File: src/rtl/logic_issue_queue.sv
// logic_issue_queue: request FIFO and issue FSM feeding the andornot logic unit
module logic_issue_queue #(
    parameter int DEPTH = 4,
    parameter int WIDTH = 8
) (
    input  logic                     clk,
    input  logic                     rst,
    input  logic                     in_valid,
    output logic                     in_ready,
    input  logic [WIDTH-1:0]         in_a,
    input  logic [WIDTH-1:0]         in_b,
    input  logic [1:0]               in_ctrl,
    output logic [WIDTH-1:0]         alu_a,
    output logic [WIDTH-1:0]         alu_b,
    output logic [1:0]               alu_ctrl,
    input  logic [WIDTH-1:0]         alu_s,
    output logic                     out_valid,
    input  logic                     out_ready,
    output logic [WIDTH-1:0]         out_s,
    output logic                     out_zero,
    output logic                     out_neg,
    output logic                     out_illegal,
    output logic [$clog2(DEPTH):0]   level
);
    localparam int AW = $clog2(DEPTH);
    typedef enum logic [1:0] {IDLE, EVAL, RESULT} state_t;
    state_t state, next;
    logic [2*WIDTH+1:0] mem [DEPTH];
    logic [AW-1:0] wr_ptr, rd_ptr;
    logic push, pop;
    logic [WIDTH-1:0] res;
    assign in_ready = !rst && (level != (AW+1)'(DEPTH));
    assign push = in_valid && in_ready;
    assign res = (alu_ctrl == 2'b11) ? '0 : alu_s;
    // state register
    always_ff @(posedge clk)
        state <= rst ? IDLE : next;
    // pop the head whenever the unit is free and the FIFO holds a request
    always_comb begin
        pop = (level != '0) && (state == IDLE || (state == RESULT && out_ready));
        next = pop ? EVAL : (state == EVAL) ? RESULT : (state == RESULT && out_ready) ? IDLE : state;
    end
    // FIFO storage, not reset: occupancy is tracked by level and pointers
    always_ff @(posedge clk)
        if (push) mem[wr_ptr] <= {in_ctrl, in_a, in_b};
    // FIFO pointers and occupancy
    always_ff @(posedge clk) begin
        if (rst) begin
            wr_ptr <= '0;
            rd_ptr <= '0;
            level  <= '0;
        end else begin
            if (push) wr_ptr <= wr_ptr + AW'(1);
            if (pop) rd_ptr <= rd_ptr + AW'(1);
            level <= level + (AW+1)'(push) - (AW+1)'(pop);
        end
    end
    // operand registers load on pop; result captured in EVAL and held until taken
    always_ff @(posedge clk) begin
        if (rst) begin
            {alu_ctrl, alu_a, alu_b} <= '0;
            out_valid   <= 1'b0;
            out_s       <= '0;
            out_zero    <= 1'b0;
            out_neg     <= 1'b0;
            out_illegal <= 1'b0;
        end else begin
            if (pop) {alu_ctrl, alu_a, alu_b} <= mem[rd_ptr];
            if (state == EVAL) begin
                out_s       <= res;
                out_zero    <= (res == '0);
                out_neg     <= res[WIDTH-1];
                out_illegal <= (alu_ctrl == 2'b11);
                out_valid   <= 1'b1;
            end else if (state == RESULT && out_ready) begin
                out_valid <= 1'b0;
            end
        end
    end
endmodule

File: config.mk
export PLATFORM = sky130hd
export DESIGN_NAME = logic_issue_queue
export DESIGN_NICKNAME = d
export VERILOG_FILES = /design/src/rtl/logic_issue_queue.sv
export SDC_FILE = /design/constraint.sdc
export NUM_CORES = 1
export LEC_CHECK = 0
export ABC_AREA = 1
export CAP_MARGIN = 10
export CORE_MARGIN = 2
export CORE_UTILIZATION = 45
export CTS_CLUSTER_DIAMETER = 150
export CTS_CLUSTER_SIZE = 24
export DETAILED_ROUTE_END_ITERATION = 7
export PLACE_DENSITY = 0.72
export SLEW_MARGIN = 20
export SYNTH_ARGS = -nofsm -noshare
export SYNTH_HDL_FRONTEND = slang
export SYNTH_SLANG_ARGS = --single-unit
File: constraint.sdc
create_clock -name clk -period 4.75 [get_ports clk]
set_input_delay 0.95 -clock clk [delete_from_list [all_inputs] [get_ports clk]]
set_output_delay 0.95 -clock clk [all_outputs]
set_load 0.03 [all_outputs]
# == After elaboration in Yosys (flattened, before gate mapping) ==
# Memory sizes are Yosys's and may differ from the RTL's. A register that Yosys moved wholly into a read port is not among the register bits.
# Index checks and enable logic that the tools add are counted.
# classes
n_addsub,4
reduce_logical,12
eq_ne,4
muxes,8
# op_table
operator,count
$logic_not 8->1,1
$mux 8,1
$reduce_bool 3->1,2
$mux 1,5
$add 2x1->2 const B,2
$eq 2x2->1 const B,2
$logic_and 1x1->1,4
$mux 2,2
$add 3x1->3,1
$ne 3x3->1 const B,1
$sub 3x1->3,1
$eq 2x1->1 const B,1
$logic_not 2->1,1
$reduce_bool 2->1,1
$reduce_or 2->1,1
$logic_not 1->1,1
$logic_or 1x1->1,1
# word_totals
word_cells,39
regBits,21
ramBits,72
memories,1
out_inout_bits,34
# mem_list
memory,words,width,rd,rd_clocked_by_memory_dff,write_ports,line_no,source
mem,4,18,1,1,1,28,logic [2*WIDTH+1:0] mem [DEPTH];

# == Logic depth before layout (Yosys ltp) ==
# Gate-level depths: netlist of run 1.
# depth
ltp_word,5
ltp_mapped,13

# == Least setup slack after synthesis of run 1 ==
# OpenSTA, ideal clock, no wires.
# synth_timing
path_kind,input to register
start,in rst
end,reg level[2]
stages,11
setup_slack_ns,2.100
path_buffers,1
t_arrival_ns,2.529
t_required_ns,4.629
path_cell_list,buf_6 > inv_1 > nand3_2 > ha_1 > inv_1 > ha_1 > inv_1 > fa_1 > xnor2_1 > o21ai_0 > a21oi_1
# synth_via
elab_chain_len,5
# synth_rtl
element,line_no,source
start: declaration,7,"input logic rst,"
$logic_not 1->1,32,assign in_ready = !rst && (level != (AW+1)'(DEPTH));
$logic_and 1x1->1,32,
$logic_and 1x1->1,33,assign push = in_valid && in_ready;
$add 3x1->3,55,level <= level + (AW+1)'(push) - (AW+1)'(pop);
$sub 3x1->3,55,
end signal: assignment,55,
end: declaration,23,output logic [$clog2(DEPTH):0] level
# Parallel ways exist; a longest one is shown, timed or not.
# A chain may end at the register's enable or synchronous reset.

# == Worst setup path after layout of run 1 ==
# layout_timing
start,in rst
end,out in_ready
# layout_via
elab_chain_len,2
# layout_rtl
element,line_no,source
$logic_not 1->1,32,
$logic_and 1x1->1,32,
end: declaration,9,"output logic in_ready,"
# No other way between the ends.

==> impl_metrics.env, run 1 <==
export IMPL_synthesis_nets=426
export IMPL_synth_top_cell_area_share_pct=50.5
export IMPL_port_buffers=63
export IMPL_drv_cap=0
export IMPL_drive_gt1_share_pct=5.96
export IMPL_combinational_family_with_the_most_area_after_synthesis="compound AO/OA/AOI/OAI gates"
export IMPL_synthArstFlopShare_pct=0
export IMPL_number_of_remaining_drc_errors=0
export IMPL_holdPathStages=2
export IMPL_cts_setup_buffers=0
export IMPL_dieArea_um2=10300
export IMPL_grt_first_pass_wirelength_mm=13.3
export IMPL_clock_latency_ns=0.36
export IMPL_multi_input_comb_area_um2=1130
export IMPL_timing_critical_path_arrival_ns=2.44
export IMPL_postcts_resize_cnt=0
export IMPL_worst_setup_path_end_kind="primary output"
export IMPL_cell_count_after_synthesis=389
export IMPL_route_final_wire_length_mm=8.11
export IMPL_core_region_area_um2=9240
export IMPL_synth_area_um2=4280
export IMPL_startpoint_class_of_the_critical_path="input pin"
export IMPL_finalSetupViolations=0
export IMPL_syn_to_final_growth_pct=21.4
export IMPL_drt_pre_antenna_iters=4
export IMPL_cts_made_buffers=9
export IMPL_wire_per_inst_um=13.9
export IMPL_root_buffer="sky130_fd_sc_hd__clkbuf_8"
export IMPL_first_iter_violations=246
export IMPL_grt_busiest_layer="met2"
export IMPL_dp_worst_setup_slack_ns=1.04
export IMPL_synth_mux_area_share_pct=0
export IMPL_postRouteAntennaNets=0
export IMPL_design_portCount=64
export IMPL_synth_area_leaders="sky130_fd_sc_hd__edfxtp_1 50%, sky130_fd_sc_hd__dfxtp_1 18%, sky130_fd_sc_hd__nor2_1 9.4%, sky130_fd_sc_hd__o21ai_0 7.6%, sky130_fd_sc_hd__o21ai_1 2.7%"
export IMPL_synth_compound_area_share_pct=12.4
export IMPL_synth_seq_area_share_pct=68.2
export IMPL_critPathTopFamily="buffers and inverters"
export IMPL_yosys_cell_types_count=28
export IMPL_globalRouteMet2Util_pct=29.1
export IMPL_rr_worst_depth=12
export IMPL_cts_reportedPaths_clkPinSlew_ns=0.09
export IMPL_max_slew_margin_rel_pct=60.2
export IMPL_chipHeight_um=102
export IMPL_initial_standard_cell_utilization_of_the_core_pct=46.4
export IMPL_gpl_final_weighted_congestion=0.784
export IMPL_cts_tree="done"
export IMPL_worst_path_max_delay_cell="sky130_fd_sc_hd__clkdlybuf4s50_1"
export IMPL_power_clock_fraction_pct=20.8
export IMPL_gr_usage_all_layers_pct=16.8
export IMPL_yosys_area_share_adder_pct=2.22
export IMPL_synth_simple_gate_area_share_pct=11.3
export IMPL_synth_edff_count=72
export IMPL_rsz0062_at_grt="false"
export IMPL_yosysMostFrequentCell="sky130_fd_sc_hd__nor2_1"
export IMPL_worstSetupPathType="in -> out"
export IMPL_fin_setup_tns_ns=0
export IMPL_final_setup_worst_slack_ns=1.36
export IMPL_hold_viol_final=0
export IMPL_via_per_inst=4.97
export IMPL_max_stage_delay_ns=0.69
export IMPL_ctsHoldBuffers=0
export IMPL_timing_final_crit_period_ns=3.39
export IMPL_numClockSinks=110
export IMPL_timing_critical_path_fanout_max=9
export IMPL_filler_cell_count=773
export IMPL_power_share_combinational_pct=37.8
export IMPL_ys_flop_type="sky130_fd_sc_hd__edfxtp_1"
export IMPL_finalHoldWorstSlack_ns=0.472
export IMPL_cellLeakagePower_uw=0.00186
export IMPL_finalClockSkew_ns=0.00897
export IMPL_critical_path_required_ns=3.80
export IMPL_clock_path_buffers=2
export IMPL_worst_slew_pin_slew_ns=0.596
export IMPL_yosys_warnings=0
export IMPL_ff_latch_area_um2=2920
export IMPL_cpMostUsedCell="sky130_fd_sc_hd__clkdlybuf4s50_1"
export IMPL_antenna_found_initial=0
export IMPL_synth_common_cells="107 x sky130_fd_sc_hd__nor2_1, 72 x sky130_fd_sc_hd__edfxtp_1, 65 x sky130_fd_sc_hd__o21ai_0"
export IMPL_pwr_density_cell_nw_per_um2=577
export IMPL_path_cells="clkdlybuf4s50_1, a31oi_1, clkdlybuf4s50_1"
export IMPL_timing_final_max_slew_violations=0
export IMPL_htreeDepth=3
export IMPL_overflow=0
export IMPL_timing_final_crit_share_pct=71.3
export IMPL_synth_xor_area_share_pct=0.409
export IMPL_dp_final_hpwl_mm=5.16
export IMPL_ir_drop_uv=267
export IMPL_fp_row_count=35
export IMPL_grt_start_max_net_pins=39
export IMPL_clock_fmax_mhz=295
export IMPL_antenna_cells_inserted=0
export IMPL_syn_avg_cell_area_um2=11.0
export IMPL_switching_share_pct=36.8
export IMPL_timing_critical_path_depth=3
export IMPL_yosys_register_bits=110
export IMPL_die_x_um=102
export IMPL_seq_power_share_pct=41.4
export IMPL_groute_layer_met1_usage_pct=20.4
export IMPL_vias_in_the_first_global_route=2804
export IMPL_via_count=2894
export IMPL_grtUsageMet3_pct=3.04
export IMPL_cp_num_buf_inv=2
export IMPL_power_switching_uw=1100
export IMPL_post_synth_top_area_cell="sky130_fd_sc_hd__edfxtp_1"
export IMPL_p_int_uw=1900
export IMPL_nNetsFinal=485
export IMPL_worstHoldPathType="reg -> reg"
export IMPL_run_status="completed"
## routing by layer
metal	wire, um	share of wire [%]	vias up
li1	-	-	1444
met1	3540	44	1372
met2	4050	50	71
met3	397	4.9	7
met4	116	1.4	0
met5	0	0	-
## logic make-up (layout without fill, tap and decap cells)
group / after synthesis / after routing
simple gates: 124 / 124
buf+inv: 41 / 105
fa+ha+maj: 7 / 7
xor+xnor: 2 / 2
compound gates: 105 / 105
flops: 110 / 110
## flip-flops by register name, summed over array words and instances, names as in the netlist
name	count
out_illegal	1
rd_ptr	2
alu_b	8
wr_ptr	2
out_zero	1
state	2
level	3
out_s	8
mem	72
out_valid	1
alu_ctrl	2
alu_a	8
## path summary, 6_finish.rpt
| path | startpoint | to | slack, ns |
|---|---|---|---|
| max | rst | in_ready | 1.36 |
| min | out_zero | out_zero | 0.47 |
| max reg2reg | level[1] | level[2] | 2.06 |
| min reg2reg | out_zero | out_zero | 0.47 |
## area by class of cell
cell class	count	share of cell area (%)
inverters	19	1.37
multi-input cells	238	21.7
repair buffers	70	13.1
well taps	129	3.10
clock buffers	12	3.01
flip-flops and latches	110	56.2
clock inverters	4	1.49
## power by group through the flow
stage	Combinational (uW)	Sequential (uW)	Clock, uW
after floorplan	669	1430	0
final	1140	1240	625
after global routing	1290	1260	669
after detailed placement	1140	1260	0
after global placement	1110	1260	0
after CTS	1150	1240	641
## worst reg2reg max path, delay by kind of cell (launching register included)
kind	cells	cell delay, ns
and+or+nand+nor	2	0.40
adders and majority gates	3	0.79
DFF	1	0.39
buffers and inverters	4	0.58
AOI/OAI and AO/OA	2	0.26
xor gates and xnor gates	1	0.19
## layout by cell type (no fill, tap or decap), types with 9 or more instances in the layout
cell,instances
sky130_fd_sc_hd__nor2_1,107
sky130_fd_sc_hd__o21ai_1,23
sky130_fd_sc_hd__dfxtp_1,38
sky130_fd_sc_hd__clkbuf_8,9
sky130_fd_sc_hd__clkdlybuf4s50_1,63
sky130_fd_sc_hd__edfxtp_1,72
sky130_fd_sc_hd__o21ai_0,65
sky130_fd_sc_hd__inv_1,17
sky130_fd_sc_hd__nand2_1,9
sky130_fd_sc_hd__a21oi_1,15
## through the flow
stage	util [%]	instances	total power, uW	area, um^2
2_1_floorplan	-	389	2100	4280
3_3_place_gp	53.8	566	2370	4970
3_5_place_dp	53.8	566	2410	4970
4_1_cts	56.3	582	3030	5200
5_1_grt	56.3	582	3210	5200
6_report	56.3	582	3000	5200
No activity file was read; power rests on OpenSTA's default activity.
==> run 2, diff against run 1 <==
PLACE_DENSITY = 0.75   (was 0.72)
clock period = 3 ns   (was 4.75 ns; I/O delays follow)
==> impl_metrics.env, run 2 (synthesized netlist as in run 1, its figures left out) <==
export IMPL_largest_reg_flops=72
export IMPL_route_final_wire_length_mm=8.28
export IMPL_drt_pre_antenna_iters=5
export IMPL_gpl_final_weighted_congestion=0.807
export IMPL_grt_start_max_net_pins=40
export IMPL_dieArea_um2=10300
export IMPL_wire_per_inst_um=14.1
export IMPL_worstHoldPathType="reg -> reg"
export IMPL_cts_reportedPaths_clkPinSlew_ns=0.10
export IMPL_fp_row_count=35
export IMPL_clock_fmax_mhz=392
export IMPL_worst_slew_pin_slew_ns=0.585
export IMPL_timing_final_crit_share_pct=85.1
export IMPL_grt_first_pass_wirelength_mm=13.2
export IMPL_top_register="mem"
export IMPL_gr_usage_all_layers_pct=16.9
export IMPL_fin_setup_tns_ns=0
export IMPL_antenna_found_initial=0
export IMPL_timing_final_crit_period_ns=2.55
export IMPL_core_region_area_um2=9240
export IMPL_finalSetupViolations=0
export IMPL_root_buffer="sky130_fd_sc_hd__clkbuf_8"
export IMPL_via_count=2948
export IMPL_max_slew_margin_rel_pct=60.9
export IMPL_htreeDepth=3
export IMPL_postcts_resize_cnt=0
export IMPL_cellLeakagePower_uw=0.00188
export IMPL_clock_latency_ns=0.38
export IMPL_overflow=0
export IMPL_run_status="completed"
export IMPL_die_x_um=102
export IMPL_dp_final_hpwl_mm=5.17
export IMPL_ir_drop_uv=457
export IMPL_vias_in_the_first_global_route=2868
export IMPL_drv_cap=0
export IMPL_timing_final_max_slew_violations=0
export IMPL_final_cell_mix="103 x sky130_fd_sc_hd__nor2_1, 72 x sky130_fd_sc_hd__edfxtp_1, 65 x sky130_fd_sc_hd__o21ai_0"
export IMPL_syn_to_final_growth_pct=22.0
export IMPL_number_of_remaining_drc_errors=0
export IMPL_layout_cells_most_common="sky130_fd_sc_hd__nor2_1"
export IMPL_design_portCount=64
export IMPL_clock_path_buffers=2
export IMPL_chipHeight_um=102
export IMPL_cts_tree="done"
export IMPL_ctsHoldBuffers=0
export IMPL_instances_no_fill=589
export IMPL_finalClockSkew_ns=0.0159
export IMPL_postRouteAntennaNets=0
export IMPL_nNetsFinal=492
export IMPL_via_per_inst=5.01
export IMPL_worst_setup_path_end_kind="primary output"
export IMPL_timing_critical_path_fanout_max=5
export IMPL_cts_made_buffers=9
export IMPL_hold_viol_final=0
export IMPL_port_buffers=63
export IMPL_rsz0062_at_grt="false"
export IMPL_timing_critical_path_arrival_ns=1.95
export IMPL_antenna_cells_inserted=0
export IMPL_initial_standard_cell_utilization_of_the_core_pct=46.4
export IMPL_pwr_density_cell_nw_per_um2=897
export IMPL_cts_setup_buffers=0
export IMPL_first_iter_violations=255
export IMPL_startpoint_class_of_the_critical_path="input pin"
export IMPL_worstSetupPathType="in -> out"
export IMPL_drive_gt1_share_pct=8.26
export IMPL_dp_cells=573
export IMPL_critical_path_required_ns=2.40
export IMPL_numClockSinks=110
==> run 2: changes by cell type in the layout (fill, tap and decap cells not counted) <==
| cell | delta |
|---|---|
| sky130_fd_sc_hd__buf_4 | +7 |
| sky130_fd_sc_hd__bufinv_16 | -2 |
| sky130_fd_sc_hd__clkbuf_8 | +1 |
| sky130_fd_sc_hd__nor2_1 | -4 |
| sky130_fd_sc_hd__inv_4 | +1 |
| sky130_fd_sc_hd__nor2_2 | +4 |
==> run 2: worst paths after layout <==
kind,end,from,slack [ns],cells after the start
setup reg to reg,level[2],level[1],0.91,12
hold / removal,out_illegal,out_illegal,0.47,2
setup / recovery,in_ready,rst,0.45,3
hold reg to reg,out_illegal,out_illegal,0.47,2
==> run 2: per-layer routing <==
layer / vias to the layer above / GRT usage [%] / wire length (um)
met2: 100 / 29.3 / 4180
met3: 11 / 3.04 / 407
met4: 0 / 6.86 / 122
met1: 1382 / 20.8 / 3570
li1: 1455 / - / -
met5: - / 0 / 0
==> run 2: per-stage QoR <==
step / util (%) / hold slack (ns) / worst slack, ns / area, um^2 / total power [uW]
finish: 56.5 / 0.473 / 0.448 / 5220 / 4690
global route: 56.5 / 0.494 / 0.387 / 5220 / 5010
CTS: 56.5 / 0.476 / 0.442 / 5220 / 4720
detailed placement: 54.4 / 0.461 / 0.280 / 5030 / 3870
global placement: 54.4 / 0.455 / 0.358 / 5030 / 3800
floorplan: - / 0.469 / 0.699 / 4280 / 3320
==> run 2: layout make-up <==
type	count	area, um^2
clock buffers	13	170
inverters	19	71.3
repair buffers	77	736
clock inverters	3	23.8
well taps	129	161
fillers	788	4020
multi-input cells	238	1140
flip-flops and latches	110	2920
==> run 2: critical path, cell delays in order <==
cell	delay, ns
sky130_fd_sc_hd__clkdlybuf4s50_1	0.49
sky130_fd_sc_hd__a31oi_1	0.17
sky130_fd_sc_hd__clkdlybuf4s50_1	0.69
==> run 2: report_power, final <==
part	internal, uW	switching [uW]	leakage, uW
Clock	382	481	0.0000997
Combinational	680	1200	0.000810
Sequential	1840	106	0.000967
Total	2900	1790	0.00188
==> run 3, diff against run 2 <==
clock period = 2.08 ns   (was 3 ns; I/O delays follow)
==> impl_metrics.env, run 3 (synthesized netlist as in run 1, its figures left out) <==
export IMPL_run_status="completed"
export IMPL_via_count=2928
export IMPL_cellLeakagePower_uw=0.00195
export IMPL_syn_to_final_growth_pct=25.3
export IMPL_critical_path_required_ns=2.37
export IMPL_antenna_found_initial=0
export IMPL_drt_pre_antenna_iters=5
export IMPL_clock_fmax_mhz=501
export IMPL_postRouteAntennaNets=0
export IMPL_vias_in_the_first_global_route=2788
export IMPL_final_cell_mix="107 x sky130_fd_sc_hd__nor2_1, 72 x sky130_fd_sc_hd__edfxtp_1, 64 x sky130_fd_sc_hd__o21ai_0"
export IMPL_pwr_density_cell_nw_per_um2=1310
export IMPL_design_portCount=64
export IMPL_r2r_start="level[1]"
export IMPL_cts_reportedPaths_clkPinSlew_ns=0.10
export IMPL_worstHoldPathType="in -> reg"
export IMPL_r2r_end="level[2]"
export IMPL_gr_usage_all_layers_pct=16.9
export IMPL_seq_power_share_pct=40.1
export IMPL_top_register="mem"
export IMPL_timing_critical_path_arrival_ns=2.29
export IMPL_timing_critical_path_fanout_max=2
export IMPL_finalSetupViolations=0
export IMPL_timing_final_crit_share_pct=96.0
export IMPL_chipHeight_um=102
export IMPL_number_of_remaining_drc_errors=0
export IMPL_die_x_um=102
export IMPL_hold_viol_final=0
export IMPL_port_buffers=63
export IMPL_gpl_final_weighted_congestion=0.772
export IMPL_wire_per_inst_um=14.2
export IMPL_reg2reg_slack_ns=0.12
export IMPL_antenna_cells_inserted=0
export IMPL_via_per_inst=4.90
export IMPL_numClockSinks=110
export IMPL_p_int_uw=4360
export IMPL_drv_cap=0
export IMPL_grt_start_max_net_pins=39
export IMPL_cts_tree="done"
export IMPL_dp_cells=575
export IMPL_power_switching_uw=2690
export IMPL_grt_first_pass_wirelength_mm=13.3
export IMPL_ir_drop_uv=564
export IMPL_holdCritStartpoint="out_ready"
export IMPL_instances_no_fill=597
export IMPL_root_buffer="sky130_fd_sc_hd__clkbuf_8"
export IMPL_timing_final_max_slew_violations=0
export IMPL_finalClockSkew_ns=0.0115
export IMPL_htreeDepth=3
export IMPL_core_region_area_um2=9240
export IMPL_clock_path_buffers=2
export IMPL_power_clock_fraction_pct=18.9
export IMPL_ctsHoldBuffers=0
export IMPL_startpoint_class_of_the_critical_path="input pin"
export IMPL_initial_standard_cell_utilization_of_the_core_pct=46.4
export IMPL_first_iter_violations=169
export IMPL_dp_final_hpwl_mm=5.29
export IMPL_finish_utilization_pct=58.1
export IMPL_worst_slew_pin_slew_ns=0.626
export IMPL_fp_row_count=35
export IMPL_overflow=0
export IMPL_max_slew_margin_rel_pct=58.2
export IMPL_route_final_wire_length_mm=8.47
export IMPL_largest_reg_flops=72
export IMPL_drive_gt1_share_pct=12.4
export IMPL_clock_latency_ns=0.37
export IMPL_cts_made_buffers=9
export IMPL_dieArea_um2=10300
export IMPL_switching_share_pct=38.1
export IMPL_whs_endpoint="out_valid"
export IMPL_holdPathStages=4
export IMPL_rr_worst_depth=12
export IMPL_worst_setup_path_end_kind="flop"
export IMPL_power_share_combinational_pct=41.1
export IMPL_worstSetupPathType="in -> reg"
export IMPL_timing_final_crit_period_ns=2.00
export IMPL_nNetsFinal=500
export IMPL_layout_cells_most_common="sky130_fd_sc_hd__nor2_1"
-- run 3: changes by cell type in the layout (fill, tap and decap cells not counted), moves of 3 or more --
| cell | previous run | this run |
|---|---|---|
| sky130_fd_sc_hd__buf_4 | 14 | 23 |
| sky130_fd_sc_hd__inv_1 | 17 | 11 |
| sky130_fd_sc_hd__nor2_1 | 103 | 107 |
| sky130_fd_sc_hd__dfxtp_1 | 38 | 35 |
| sky130_fd_sc_hd__nor2_2 | 4 | 0 |
| sky130_fd_sc_hd__inv_2 | 2 | 7 |
| sky130_fd_sc_hd__clkdlybuf4s50_1 | 63 | 60 |
-- run 3: repair_timing --
action,CTS,global route
endpoints found under the setup margin,1,1
gates resized for setup,2,11
buffers inserted,0,6
pin swaps,0,7
-- run 3: worst max-delay path, cell delays in order --
cell and delay, ns:
sky130_fd_sc_hd__clkdlybuf4s50_1 0.51, sky130_fd_sc_hd__nand3_4 0.10, sky130_fd_sc_hd__ha_4 0.25, sky130_fd_sc_hd__inv_2 0.07
sky130_fd_sc_hd__ha_4 0.13, sky130_fd_sc_hd__inv_2 0.03, sky130_fd_sc_hd__fa_2 0.40, sky130_fd_sc_hd__xnor2_2 0.18
sky130_fd_sc_hd__o21ai_1 0.09, sky130_fd_sc_hd__a21oi_1 0.12
-- run 3: routing by layer --
metal	vias to the layer above	part of all wire (%)	GRT usage [%]
li1	1469	-	-
met1	1382	45	21.4
met2	75	50	29.5
met3	2	4.4	2.28
met4	0	0.48	6.55
met5	-	0	0
-- run 3: per-stage QoR --
step	hold WS [ns]	power, uW	instance area (um^2)	TNS [ns]	setup slack, ns
global placement	0.456	5510	5050	-0.563	-0.373
floorplan	0.467	4820	4300	0	0.00809
finish	0.428	7050	5370	0	0.0841
CTS	0.476	6950	5280	0	0.00489
global route	0.440	7520	5370	-0.0191	-0.0191
detailed placement	0.461	5600	5050	-0.649	-0.442
-- run 3: layout make-up --
| type | count | area, um^2 |
|---|---|---|
| timing repair buffer | 85 | 798 |
| sequential | 110 | 2930 |
| clock inverter | 5 | 47.5 |
| fill | 801 | 3870 |
| tap | 129 | 161 |
| inverter | 19 | 73.8 |
| multi-input combinational | 238 | 1180 |
| clock buffer | 11 | 174 |
-- run 3: worst max-delay path by stage --
stage	startpoint	to	slack, ns
CTS	out_ready	level[2]	0.005
finish	in_valid	level[2]	0.08
floorplan	out_ready	level[2]	0.008
detailed placement	out_ready	level[2]	-0.44
global placement	out_ready	level[2]	-0.37
global route	level[1]	level[2]	-0.02
-- run 3: power by group through the flow --
stage / Clock, uW / Combinational (uW) / Sequential [uW]
floorplan: 0 / 1550 / 3270
global placement: 0 / 2650 / 2860
detailed placement: 0 / 2720 / 2870
CTS: 1360 / 2760 / 2830
global route: 1440 / 3220 / 2860
finish: 1330 / 2900 / 2820
